`config.mk`:
```
export PLATFORM = sky130hd
export DESIGN_NAME = regffte_seq_ctrl_flat
export DESIGN_NICKNAME = d
export VERILOG_FILES = /design/src/rtl/regffte_pkg.sv /design/src/rtl/regffte_seq_ctrl_if.sv /design/src/rtl/regffte_edge_det.sv /design/src/rtl/regffte_seq_ctrl.sv /design/src/flat_wrapper.sv
export SDC_FILE = /design/constraint.sdc
export NUM_CORES = 1
export LEC_CHECK = 0
export BUFFER_PORTS_ARGS = -buffer_cell sky130_fd_sc_hd__buf_2
export CAP_MARGIN = 20
export CORE_AREA = 5 5 58 60
export CTS_CLUSTER_DIAMETER = 50
export DETAILED_ROUTE_END_ITERATION = 8
export DIE_AREA = 0 0 63 65
export PLACE_DENSITY_LB_ADDON = 0.3
export SLEW_MARGIN = 10
export SYNTH_ARGS = -nofsm -noshare
export SYNTH_HDL_FRONTEND = slang
export SYNTH_HIERARCHICAL = 1
export SYNTH_SLANG_ARGS = --single-unit
```
`constraint.sdc`:
```
create_clock -name clk -period 1.95 [get_ports clk]
set_input_delay 0.195 -clock clk [delete_from_list [all_inputs] [get_ports clk]]
set_output_delay 0.195 -clock clk [all_outputs]
set_load 0.01 [all_outputs]
```
`src/rtl/regffte_pkg.sv`:
```
// Shared types and default sizing for the FFT-energy register-file sequencer.
package regffte_pkg;

  typedef enum logic [1:0] {
    ST_IDLE = 2'd0,
    ST_WR   = 2'd1,
    ST_RD   = 2'd2,
    ST_DONE = 2'd3
  } state_t;

  localparam int DEF_ADDR_W    = 6;
  localparam int DEF_DEPTH     = 64;
  localparam int DEF_NUM_BANKS = 2;

  // Bank index width; a single bank still needs a 1-bit port.
  function automatic int bank_w(input int n);
    return (n > 1) ? $clog2(n) : 1;
  endfunction

endpackage

```
`src/rtl/regffte_seq_ctrl_if.sv`:
```
// Start requests in, register-file address/bank/strobes and status out; no flow control.
interface regffte_seq_ctrl_if #(
  parameter int ADDR_W = 6,
  parameter int BANK_W = 1
);
  logic              sroot_en;
  logic              addmel_en;
  logic [ADDR_W-1:0] regffte_addr;
  logic [BANK_W-1:0] regffte_bank;
  logic              regffte_wren;
  logic              regffte_rden;
  logic              sweep_done;
  logic              busy;
  logic              seq_err;

  modport master (
    input  sroot_en, addmel_en,
    output regffte_addr, regffte_bank, regffte_wren, regffte_rden,
           sweep_done, busy, seq_err
  );

  modport slave (
    output sroot_en, addmel_en,
    input  regffte_addr, regffte_bank, regffte_wren, regffte_rden,
           sweep_done, busy, seq_err
  );
endinterface

```
`src/rtl/regffte_edge_det.sv`:
```
// Rising-edge detector on a level request; combinational rise output, one sample flop.
// Disarmed for the first cycle after reset so a level held through reset is not an edge.
module regffte_edge_det (
  input  logic clk,
  input  logic rst_n,
  input  logic din,
  output logic rise_o
);
  logic prev_q, prev_d;
  logic arm_q, arm_d;

  always_comb begin
    prev_d = din;
    arm_d  = 1'b1;
  end

  always_ff @(posedge clk or negedge rst_n) begin
    if (!rst_n) begin
      prev_q <= 1'b0;
      arm_q  <= 1'b0;
    end else begin
      prev_q <= prev_d;
      arm_q  <= arm_d;
    end
  end

  assign rise_o = arm_q & din & ~prev_q;
endmodule

```
`src/rtl/regffte_seq_ctrl.sv`:
```
// Write/read sweep sequencer over a banked FFT-energy register file; registered outputs, first strobe one cycle after a start edge.
// Optional REGFFTE_STALL_EN adds a stall input that freezes an active sweep with strobes low.
module regffte_seq_ctrl
  import regffte_pkg::*;
#(
  parameter int ADDR_W    = DEF_ADDR_W,
  parameter int DEPTH     = DEF_DEPTH,
  parameter int NUM_BANKS = DEF_NUM_BANKS
) (
  input  logic clk,
  input  logic rst_n,
`ifdef REGFFTE_STALL_EN
  input  logic stall,
`endif
  regffte_seq_ctrl_if.master bus
);
  localparam int BANK_W = bank_w(NUM_BANKS);
  localparam int CNT_W  = ADDR_W + 1;

  logic stall_w;
`ifdef REGFFTE_STALL_EN
  assign stall_w = stall;
`else
  assign stall_w = 1'b0;
`endif

  logic wr_rise, rd_rise;

  regffte_edge_det u_wr_edge (.clk(clk), .rst_n(rst_n), .din(bus.sroot_en),  .rise_o(wr_rise));
  regffte_edge_det u_rd_edge (.clk(clk), .rst_n(rst_n), .din(bus.addmel_en), .rise_o(rd_rise));

  state_t            state_q, state_d;
  logic [ADDR_W-1:0] addr_q, addr_d;
  logic [BANK_W-1:0] bank_q, bank_d;
  logic              wren_q, wren_d;
  logic              rden_q, rden_d;
  logic              done_q, done_d;
  logic              busy_q, busy_d;
  logic              err_q, err_d;
  logic [BANK_W-1:0] wr_ptr_q, wr_ptr_d;
  logic [BANK_W-1:0] rd_ptr_q, rd_ptr_d;
  logic [2:0]        fill_q, fill_d;
  // Number of entries already issued in the current sweep (0..DEPTH).
  logic [CNT_W-1:0]  cnt_q, cnt_d;

  logic wr_ok, rd_ok;
  assign wr_ok = (fill_q < 3'(NUM_BANKS));
  assign rd_ok = (fill_q != 3'd0);

  always_comb begin
    state_d  = state_q;
    addr_d   = addr_q;
    bank_d   = bank_q;
    wren_d   = 1'b0;
    rden_d   = 1'b0;
    done_d   = 1'b0;
    err_d    = err_q;
    wr_ptr_d = wr_ptr_q;
    rd_ptr_d = rd_ptr_q;
    fill_d   = fill_q;
    cnt_d    = cnt_q;

    unique case (state_q)
      ST_IDLE: begin
        addr_d = '0;
        bank_d = wr_ptr_q;
        if (wr_rise && wr_ok) begin
          state_d = ST_WR;
          wren_d  = 1'b1;
          cnt_d   = CNT_W'(1);
        end else begin
          if (wr_rise) err_d = 1'b1;
          if (rd_rise) begin
            if (rd_ok) begin
              state_d = ST_RD;
              bank_d  = rd_ptr_q;
              rden_d  = 1'b1;
              cnt_d   = CNT_W'(1);
            end else begin
              err_d = 1'b1;
            end
          end
        end
      end

      ST_WR, ST_RD: begin
        if (stall_w) begin
          // Hold the last issued address with strobes low.
        end else if (cnt_q == CNT_W'(DEPTH)) begin
          state_d = ST_DONE;
          done_d  = 1'b1;
          addr_d  = '0;
          if (state_q == ST_WR) begin
            wr_ptr_d = (wr_ptr_q == BANK_W'(NUM_BANKS - 1)) ? '0 : wr_ptr_q + 1'b1;
            fill_d   = fill_q + 3'd1;
          end else begin
            rd_ptr_d = (rd_ptr_q == BANK_W'(NUM_BANKS - 1)) ? '0 : rd_ptr_q + 1'b1;
            fill_d   = fill_q - 3'd1;
          end
        end else begin
          addr_d = cnt_q[ADDR_W-1:0];
          wren_d = (state_q == ST_WR);
          rden_d = (state_q == ST_RD);
          cnt_d  = cnt_q + 1'b1;
        end
      end

      ST_DONE: begin
        state_d = ST_IDLE;
        addr_d  = '0;
        bank_d  = wr_ptr_q;
        cnt_d   = '0;
      end

      default: state_d = ST_IDLE;
    endcase

    busy_d = (state_d != ST_IDLE);
  end

  always_ff @(posedge clk or negedge rst_n) begin
    if (!rst_n) begin
      state_q  <= ST_IDLE;
      addr_q   <= '0;
      bank_q   <= '0;
      wren_q   <= 1'b0;
      rden_q   <= 1'b0;
      done_q   <= 1'b0;
      busy_q   <= 1'b0;
      err_q    <= 1'b0;
      wr_ptr_q <= '0;
      rd_ptr_q <= '0;
      fill_q   <= '0;
      cnt_q    <= '0;
    end else begin
      state_q  <= state_d;
      addr_q   <= addr_d;
      bank_q   <= bank_d;
      wren_q   <= wren_d;
      rden_q   <= rden_d;
      done_q   <= done_d;
      busy_q   <= busy_d;
      err_q    <= err_d;
      wr_ptr_q <= wr_ptr_d;
      rd_ptr_q <= rd_ptr_d;
      fill_q   <= fill_d;
      cnt_q    <= cnt_d;
    end
  end

  assign bus.regffte_addr = addr_q;
  assign bus.regffte_bank = bank_q;
  assign bus.regffte_wren = wren_q;
  assign bus.regffte_rden = rden_q;
  assign bus.sweep_done   = done_q;
  assign bus.busy         = busy_q;
  assign bus.seq_err      = err_q;
endmodule

```
`src/flat_wrapper.sv`:
```
// flat-port wrapper written by rule: the top's interface ports become plain ports
module regffte_seq_ctrl_flat import regffte_pkg::*;
#(
  parameter int ADDR_W    = DEF_ADDR_W,
  parameter int DEPTH     = DEF_DEPTH,
  parameter int NUM_BANKS = DEF_NUM_BANKS
)
  (clk, rst_n, bus_sroot_en, bus_addmel_en, bus_regffte_addr, bus_regffte_bank, bus_regffte_wren, bus_regffte_rden, bus_sweep_done, bus_busy, bus_seq_err);
  regffte_seq_ctrl_if #(.ADDR_W(ADDR_W), .BANK_W((bank_w(NUM_BANKS)))) bus_i ();
  input  logic clk;
  input  logic rst_n;
  input wire logic [$bits(bus_i.sroot_en)-1:0] bus_sroot_en;
  input wire logic [$bits(bus_i.addmel_en)-1:0] bus_addmel_en;
  output wire logic [$bits(bus_i.regffte_addr)-1:0] bus_regffte_addr;
  output wire logic [$bits(bus_i.regffte_bank)-1:0] bus_regffte_bank;
  output wire logic [$bits(bus_i.regffte_wren)-1:0] bus_regffte_wren;
  output wire logic [$bits(bus_i.regffte_rden)-1:0] bus_regffte_rden;
  output wire logic [$bits(bus_i.sweep_done)-1:0] bus_sweep_done;
  output wire logic [$bits(bus_i.busy)-1:0] bus_busy;
  output wire logic [$bits(bus_i.seq_err)-1:0] bus_seq_err;
  assign bus_i.sroot_en = bus_sroot_en;
  assign bus_i.addmel_en = bus_addmel_en;
  assign bus_regffte_addr = bus_i.regffte_addr;
  assign bus_regffte_bank = bus_i.regffte_bank;
  assign bus_regffte_wren = bus_i.regffte_wren;
  assign bus_regffte_rden = bus_i.regffte_rden;
  assign bus_sweep_done = bus_i.sweep_done;
  assign bus_busy = bus_i.busy;
  assign bus_seq_err = bus_i.seq_err;
  regffte_seq_ctrl #(.ADDR_W(ADDR_W), .DEPTH(DEPTH), .NUM_BANKS(NUM_BANKS)) u_core (.clk(clk), .rst_n(rst_n), .bus(bus_i));
endmodule
```
==> results.py, run 1 <==
metrics = {
    "floorplan": {
        "ios": 16,
        "start_util_pct": 53.0,
        "rows": 20,
        "die_area_um2": 4100,
        "die_h_um": 65,
        "core-area_um2": 2880,
        "die-width_um": 63,
    },
    "place": {
        "placement.io_buffers": 15,
        "place_congestion": 0.856,
        "placed_cells_incl_taps": 186,
        "hpwl_um": 2280,
    },
    "clock_network": {
        "cts-buffers-inserted": 5,
        "clock_latency_ns": 0.33,
        "clkTransAtPathRegs_ns": 0.09,
        "clkSinkCount": 30,
        "cts-root-buf": "clkbuf_4",
        "htreeDepth": 2,
        "cts_tree": "yes",
        "clockBufferDepth": 2,
    },
    "global_route": {
        "antenna_found_initial": 0,
        "grt_use_met1_pct": 22.3,
        "grt_use_met2_pct": 27.6,
        "grt_max_degree": 31,
        "overflow": 0,
        "busiest_layer": "met2",
        "grt_use_total_pct": 17.9,
        "grt_pass1_vias": 1180,
        "gr-usage-met3_pct": 5.89,
        "grt_pass1_wl_um": 5570,
    },
    "sta": {
        "hold_violations": 0,
        "slew_headroom_pct": 57.6,
        "maxSlewViolCount": 0,
        "max_slew.worst_pin.slew_ns": 0.635,
        "setup_tns_ns": 0,
        "rsz0062_at_grt": "no",
        "fmax_ghz": 0.552,
        "min_period_over_period_pct": 93.0,
        "min_period_ns": 1.81,
        "fin_skew_ns": 0.0122,
        "setup_viol": 0,
    },
    "setup_path": {
        "crit_path_end": "u_core/rd_ptr_q",
        "rr_worst_depth": 5,
        "timing.rr.end": "u_core/rd_ptr_q",
        "cp.required_ns": 2.20,
        "worstSetupPathType": "reg -> reg",
        "critPathMaxFanout": 8,
        "startpoint": "u_core/state_q[0]",
        "arrival_ns": 2.07,
        "critPathLaunchType": "flip-flop",
        "rrSetupSlack_ns": 0.14,
        "endpoint_kind": "flip-flop",
        "r2r_start": "u_core/state_q[0]",
    },
    "yosys": {
        "synth-edff-count": 0,
        "syn-cell-area_um2": 1530,
        "ys_seq_area_share_pct": 49.2,
        "ys_dominant_reg_cell": "dfrtp_1",
        "synth.avg_cell_area_um2": 11.0,
        "syn_nets": 150,
        "synth_warnings": 6,
        "synth-seq-cells": 30,
        "syn-instance-count": 139,
        "synth.distinct_cells": 49,
        "async_reset_ff_share_pct": 100,
    },
    "power": {
        "p_leak_uw": 0.000784,
        "pwr_density_cell_nw_per_um2": 588,
        "peakVddDrop_uv": 509,
    },
    "route": {
        "drcViolationCount": 0,
        "viasPerCell": 5.83,
        "wl_per_cell_um": 16.2,
        "drt_pass1_iterations": 4,
        "dr_total_vias": 1137,
        "first_iter_violations": 47,
        "ant_nets": 0,
        "wirelength_um": 3150,
    },
    "finish": {
        "final_cell_mix": "30 x dfrtp_1, 15 x buf_2, 10 x inv_1",
        "fin_nets": 174,
        "mostFrequentLayoutCell": "dfrtp_1",
        "drive_above_1_share_pct": 23.5,
        "final_cell_count_no_fill": 195,
        "area_growth_pct": 13.0,
        "diodes": 0,
    },
    "hold_path": {
        "worstHoldPathType": "in -> async",
    },
    "run": {
        "drv_cap": 0,
    },
    "outcome": {
        "outcome": "finished, final reports clean",
    },
}
where the power goes:
| group | internal (uW) | switching (uW) |
|---|---|---|
| clock | 162 | 200 |
| combinational | 9.84 | 16.6 |
| sequential | 626 | 0.735 |
how the worst min path moves through the flow:
stage / start / endpoint / cells after the start / slack, ns
3_5_place_dp: rst_n / u_core/bus.regffte_wren / 1 / 0.26
6_report: rst_n / u_core/bus.regffte_wren / 2 / 0.41
3_3_place_gp: rst_n / u_core/bus.regffte_wren / 1 / 0.26
5_1_grt: rst_n / u_core/bus.regffte_wren / 2 / 0.48
4_1_cts: rst_n / u_core/bus.regffte_wren / 2 / 0.42
2_1_floorplan: rst_n / u_core/bus.busy / 0 / -0.10
stage by stage:
step | total power, uW | setup slack (ns) | area [um^2] | hold slack [ns] | utilization (%)
CTS | 1040 | 0.148 | 1730 | 0.423 | 60.0
global placement | 661 | 0.229 | 1640 | 0.258 | 57.1
global route | 1060 | 0.0325 | 1730 | 0.482 | 60.0
finish | 1020 | 0.137 | 1730 | 0.409 | 60.0
detailed placement | 662 | 0.178 | 1640 | 0.263 | 57.1
floorplan | 645 | 0.251 | 1530 | -0.101 | -
cells in the mapped netlist (all sizes together) (3+ instances only):
| library cell | count | share of area, % |
|---|---|---|
| ha | 6 | 4.9 |
| clkbuf | 4 | 1.1 |
| nor3 | 5 | 1.6 |
| o21ai | 3 | 0.98 |
| a211oi | 3 | 1.5 |
| nand3 | 5 | 1.6 |
| and2 | 3 | 1.2 |
| and3 | 3 | 1.6 |
| inv | 10 | 2.5 |
| nand2b | 3 | 1.2 |
| dfrtp | 30 | 49 |
| nor2 | 5 | 1.2 |
| xnor2 | 6 | 3.4 |
| a21oi | 5 | 1.6 |
| nand2 | 7 | 1.7 |
| o211ai | 5 | 2.5 |
sequential cells by signal (all words and copies together), names as in the netlist:
signal and count:
u_core/bus.busy 1, u_core/bus.regffte_addr 6, u_core/bus.regffte_bank 1, u_core/bus.regffte_rden 1, u_core/bus.regffte_wren 1, u_core/bus.seq_err 1
u_core/bus.sweep_done 1, u_core/cnt_q 7, u_core/fill_q 3, u_core/rd_ptr_q 1, u_core/state_q 2, u_core/u_rd_edge/arm_q 1
u_core/u_rd_edge/prev_q 1, u_core/u_wr_edge/arm_q 1, u_core/u_wr_edge/prev_q 1, u_core/wr_ptr_q 1
routing by layer:
| metal | vias up | part of all wire, % |
|---|---|---|
| met2 | 34 | 49 |
| met1 | 557 | 43 |
| met3 | 8 | 5.3 |
| met4 | 0 | 2.3 |
| li1 | 538 | - |
| met5 | - | 0 |
cell families after synthesis:
| logic type | after synthesis | synth area share [%] |
|---|---|---|
| AND/OR/NAND/NOR | 48 | 20.2 |
| other | 2 | 0.492 |
| buffers and inverters | 15 | 4.34 |
| adder cells (fa/ha/maj) | 7 | 6.23 |
| multiplexers | 1 | 0.738 |
| flip-flops | 30 | 49.2 |
| XOR/XNOR | 6 | 3.44 |
| AO/OA/AOI/OAI | 30 | 15.3 |
critical path: stages, from the launching register on:
cell     delay (ns)
dfrtp_1        0.42
inv_1          0.08
ha_1           0.40
or3b_2         0.50
nor3_1         0.19
xnor2_1        0.14
cell type report:
cell class	count	area [um^2]
inverters	10	37.5
repair buffers	22	135
flip-flops and latches	30	751
multi-input cells	94	709
clock buffers	6	51.3
fillers	227	1150
well taps	33	41.3
what timing repair did:
item	4_1_cts	5_1_grt
buffers inserted	0	0
hold endpoints to repair	32	0
resized for setup	0	0
hold buffers	3	0
No activity file was read; power rests on OpenSTA's default activity.
==> run 2, diff against run 1 <==
BUFFER_PORTS_ARGS = unset   (was -buffer_cell sky130_fd_sc_hd__buf_2)
CORE_AREA = 5 5 57 59   (was 5 5 58 60)
DIE_AREA = 0 0 62 64   (was 0 0 63 65)
DONT_BUFFER_PORTS = 1   (was unset)
==> run 2 against run 1 <==
Net effect:
- critical path depth is the same
- sequential power is essentially flat
- die area shrank 3.1%
- hold slack lost 0.11 ns
- clock power grew 5%
- clock skew shrank 0.0052 ns
- non-clock buffer count shrank 16
- first-iteration DRC count shrank 6.4%
- fmax is essentially flat
- setup slack gained 0.0015 ns
- critical endpoint unchanged
==> results.py, run 2 (same netlist as run 1, synthesis figures left out) <==
metrics = {
    "clock_network": {
        "clkSinkCount": 30,
        "htreeDepth": 2,
        "clkTransAtPathRegs_ns": 0.09,
        "clock_latency_ns": 0.33,
        "cts_setup_buffers": 0,
        "cts_tree": "yes",
        "cts-root-buf": "clkbuf_4",
        "cts-buffers-inserted": 5,
        "clockBufferDepth": 2,
    },
    "outcome": {
        "outcome": "finished, final reports clean",
    },
    "setup_path": {
        "cp_cell_sequence": "inv_1 > ha_2 > or3b_2 > nor3_1 > xnor2_1",
        "critPathLaunchType": "flip-flop",
        "worstSetupPathType": "reg -> reg",
        "endpoint_kind": "flip-flop",
        "arrival_ns": 2.07,
        "timing.rr.end": "u_core/rd_ptr_q",
        "crit_path_end": "u_core/rd_ptr_q",
        "cpMaxStageDelayCell": "or3b_2",
        "critical-path-max-stage-delay_ns": 0.49,
        "critPathMaxFanout": 10,
        "rr_worst_depth": 5,
        "cp.required_ns": 2.20,
        "rrSetupSlack_ns": 0.14,
        "startpoint": "u_core/state_q[0]",
        "r2r_start": "u_core/state_q[0]",
    },
    "route": {
        "wirelength_um": 2970,
        "drcViolationCount": 0,
        "first_iter_violations": 44,
        "viasPerCell": 6.04,
        "wl_per_cell_um": 16.6,
        "drt_pass1_iterations": 4,
        "ant_nets": 0,
        "dr_total_vias": 1082,
        "wl_met3_um": 189,
        "wl_met2_um": 1370,
        "routed.top_layer": "met4",
        "wl_met1_um": 1330,
    },
    "place": {
        "dp_slack_ns": 0.110,
        "place_congestion": 0.854,
        "hpwl_um": 2120,
        "placed_cell_area_um2": 1550,
        "placement.io_buffers": 0,
    },
    "finish": {
        "multiInputGateArea_um2": 718,
        "largest_reg_flops": 7,
        "final_cell_mix": "30 x dfrtp_1, 10 x inv_1, 7 x nand2_1",
        "final_area_um2": 1670,
        "seq_area_um2": 751,
        "fillCellCount": 220,
        "fin_nets": 158,
        "diodes": 0,
        "top_register": "u_core/cnt_q",
        "area_growth_pct": 9.43,
        "mostFrequentLayoutCell": "dfrtp_1",
        "drive_above_1_share_pct": 16.2,
    },
    "power": {
        "peakVddDrop_uv": 654,
        "p_leak_uw": 0.000727,
        "pwr_density_cell_nw_per_um2": 619,
        "p_total_uw": 1030,
    },
    "sta": {
        "maxSlewViolCount": 0,
        "min_period_ns": 1.81,
        "min_period_over_period_pct": 92.9,
        "setup_viol": 0,
        "fin_ws_ns": 0.139,
        "hold_violations": 0,
        "rsz0062_at_grt": "no",
        "fin_skew_ns": 0.00699,
        "whs_ns": 0.295,
        "fmax_ghz": 0.552,
        "setup_tns_ns": 0,
    },
    "floorplan": {
        "ios": 16,
        "core-area_um2": 2660,
        "die_h_um": 64,
        "start_util_pct": 57.3,
        "die_area_um2": 3970,
        "rows": 19,
        "die-width_um": 62,
    },
    "global_route": {
        "grt_pass1_wl_um": 5000,
        "overflow": 0,
        "grt_use_total_pct": 17.3,
        "grt_pass1_vias": 1062,
        "antenna_found_initial": 0,
        "grt_max_degree": 31,
    },
    "hold_path": {
        "worstHoldPathType": "in -> async",
    },
    "run": {
        "drv_cap": 0,
    },
}
## run 2: cell count changes in the layout (fill, tap and decap cells not counted)
cell      before  now
buf_2         15    0
clkinv_2       0    1
buf_12         0    1
buf_4          4    2
nor3b_2        1    0
ha_1           6    5
nor3b_4        0    1
clkbuf_1       0    1
ha_2           0    1
## run 2: metrics by stage
stage	utilization, %	instances
after floorplan	-	139
after global placement	58.3	167
after detailed placement	58.3	167
after CTS	62.4	179
after global routing	62.7	179
final	62.7	179
## run 2: layout make-up
type,count,area share (%)
timing repair buffer,6,3.90
clock inverter,1,0.300
clock buffer,7,3.30
sequential,30,44.9
multi-input combinational,94,43.0
inverter,10,2.25
tap,31,2.32
## run 2: per-layer routing
layer  track usage [%]  vias to the layer above
met5                 0                        -
met4              8.49                        0
met3              5.84                        7
met2              25.1                       28
met1              22.9                      531
li1                  -                      516
## run 2: repair_timing
item / CTS / global route
setup endpoints to repair: 0 / 2
resized for setup: 0 / 2
hold endpoints to repair: 32 / 0
hold buffers: 4 / 0
## run 2: worst min-delay path by stage
| stage | start | endpoint | slack [ns] |
|---|---|---|---|
| 2_1_floorplan | rst_n | u_core/bus.busy | -0.10 |
| 3_3_place_gp | rst_n | u_core/wr_ptr_q | -0.1 |
| 3_5_place_dp | rst_n | u_core/bus.sweep_done | -0.1 |
| 4_1_cts | rst_n | u_core/rd_ptr_q | 0.30 |
| 5_1_grt | rst_n | u_core/bus.regffte_wren | 0.29 |
| 6_report | rst_n | u_core/bus.busy | 0.30 |
## run 2: critical path: cells and delay by family, from the launching register on
family,cells,cell delay [ns]
xor gates and xnor gates,1,0.15
adders and majority gates,1,0.41
buffers and inverters,1,0.09
DFF,1,0.41
and+or+nand+nor,2,0.68
## run 2: report_power, final
group	internal (uW)	total, uW	switching, uW
combinational	11.9	28.5	16.5
sequential	626	626	0.856
clock	174	379	204
==> run 3, diff against run 2 <==
CORE_AREA = 5 5 73 75   (was 5 5 57 59)
DIE_AREA = 0 0 78 80   (was 0 0 62 64)
RECOVER_POWER = 25   (was unset)
==> run 3 against run 2 <==
Net effect:
- via count decreased by 4.1%
- clock power is 17% higher
- sequential share of layout area down 1.2 points
- hold slack better by 0.14 ns
- global-route usage is 6.3 points lower
- wire length up 5.7%
==> results.py, run 3 (same netlist as run 1, synthesis figures left out) <==
metrics = {
    "finish": {
        "fin_nets": 160,
        "top_register": "u_core/cnt_q",
        "mostFrequentLayoutCell": "dfrtp_1",
        "area_growth_pct": 12.5,
        "final_cell_mix": "30 x dfrtp_1, 10 x inv_1, 7 x nand2_1",
        "final_cell_count_no_fill": 203,
        "drive_above_1_share_pct": 15.4,
        "diodes": 0,
        "final_area_um2": 1720,
        "largest_reg_flops": 7,
    },
    "sta": {
        "setup_viol": 0,
        "fmax_ghz": 0.560,
        "whs_ns": 0.440,
        "min_period_ns": 1.78,
        "setup_tns_ns": 0,
        "rsz0062_at_grt": "no",
        "fin_skew_ns": 0.00450,
        "max_slew.worst_pin.slew_ns": 1.30,
        "min_period_over_period_pct": 91.5,
        "slew_headroom_pct": 13.2,
        "maxSlewViolCount": 0,
        "hold_violations": 0,
    },
    "setup_path": {
        "cp_cell_sequence": "inv_1 > ha_2 > or3b_2 > nor3_1 > xnor2_1",
        "cp.required_ns": 2.15,
        "critical-path-max-stage-delay_ns": 0.49,
        "arrival_ns": 1.98,
        "worstSetupPathType": "reg -> reg",
        "endpoint_kind": "flip-flop",
        "cpMaxStageDelayCell": "or3b_2",
        "critPathLaunchType": "flip-flop",
        "critPathMaxFanout": 10,
    },
    "run": {
        "drv_cap": 0,
    },
    "global_route": {
        "antenna_found_initial": 0,
        "grt_max_degree": 31,
        "grt_pass1_vias": 1107,
        "grt_pass1_wl_um": 5320,
        "overflow": 0,
        "grt_use_total_pct": 11.0,
    },
    "clock_network": {
        "cts-buffers-inserted": 5,
        "clkTransAtPathRegs_ns": 0.06,
        "htreeDepth": 2,
        "cts-root-buf": "clkbuf_8",
        "clock_latency_ns": 0.27,
        "cts_tree": "yes",
        "clkSinkCount": 30,
        "clockBufferDepth": 2,
    },
    "floorplan": {
        "ios": 16,
        "die_area_um2": 6240,
        "core-area_um2": 4600,
        "start_util_pct": 33.2,
        "rows": 25,
        "die-width_um": 78,
        "die_h_um": 80,
    },
    "power": {
        "pwr-share-comb_pct": 2.3,
        "p_sw_uw": 216,
        "switching_share_pct": 19.7,
        "p_clk_share_pct": 40.5,
        "peakVddDrop_uv": 443,
        "p_seq_share_pct": 57.2,
        "p_int_uw": 881,
        "pwr_density_cell_nw_per_um2": 639,
        "p_leak_uw": 0.000744,
    },
    "hold_path": {
        "worstHoldPathType": "in -> reg",
    },
    "route": {
        "ant_nets": 0,
        "dr_total_vias": 1038,
        "drcViolationCount": 0,
        "first_iter_violations": 38,
        "wl_per_cell_um": 15.5,
        "drt_pass1_iterations": 4,
        "wirelength_um": 3140,
        "viasPerCell": 5.11,
    },
    "place": {
        "placed_cells_incl_taps": 192,
        "placement.io_buffers": 0,
        "placed_cell_area_um2": 1600,
        "hpwl_um": 2260,
        "place_congestion": 0.835,
    },
    "outcome": {
        "outcome": "finished, final reports clean",
    },
}
## run 3: cell count changes in the layout (fill, tap and decap cells not counted)
cell	before	now
clkbuf_4	5	0
clkbuf_8	1	5
nor3b_4	1	0
nor3b_2	0	1
buf_12	1	0
clkbuf_1	1	2
dlymetal6s2s_1	0	1
buf_4	2	4
clkinv_2	1	0
## run 3: what timing repair did
action | 4_1_cts | 5_1_grt
setup endpoints to repair | 0 | 2
setup buffers | 0 | 0
gates resized for setup | 0 | 1
hold endpoints to repair | 32 | 0
hold buffers | 4 | 0
## run 3: layout make-up
type,instances,area (um^2)
clock buffer,7,76.3
fill,458,2880
inverter,10,37.5
timing repair buffer,8,72.6
sequential,30,751
tap,54,67.6
multi-input combinational,94,712
## run 3: path summary, 6_finish.rpt
check / startpoint / end / slack (ns) / cells past startpoint
setup / recovery: u_core/state_q[0] / u_core/rd_ptr_q / 0.17 / 5
hold / removal: bus_sroot_en / u_core/bus.seq_err / 0.44 / 3
setup reg to reg: u_core/state_q[0] / u_core/rd_ptr_q / 0.17 / 5
hold reg to reg: u_core/wr_ptr_q / u_core/wr_ptr_q / 0.47 / 1
max in group asynchronous: rst_n / u_core/bus.busy / 0.41 / 2
min in group asynchronous: rst_n / u_core/cnt_q[2] / 0.76 / 2
## run 3: routing by layer
metal	GRT usage [%]	routed length, um	up-vias
met1	14.6	1510	505
met5	0	0	-
li1	-	-	513
met2	16.3	1460	18
met4	5.24	19	0
met3	3.50	146	2
## run 3: worst max-delay path: cells and delay by family (launching register included)
family,cells,cell delay (ns)
buffers and inverters,1,0.09
and+or+nand+nor,2,0.68
xor gates and xnor gates,1,0.14
DFF,1,0.40
adders and majority gates,1,0.41
## run 3: power by group through the flow
stage	logic, uW	clock network [uW]	registers [uW]
final	25.4	444	628
after global routing	29.9	503	627
after CTS	29.6	462	628
after detailed placement	7.48	0	639
after global placement	7.51	0	639
after floorplan	6.35	0	639
## run 3: stage by stage
step | utilization (%) | worst slack (ns) | total power [uW]
after CTS | 37.4 | 0.117 | 1120
after floorplan | - | 0.251 | 645
after global routing | 37.3 | 0.0306 | 1160
final | 37.3 | 0.166 | 1100
after detailed placement | 34.7 | 0.133 | 646
after global placement | 34.7 | 0.194 | 646
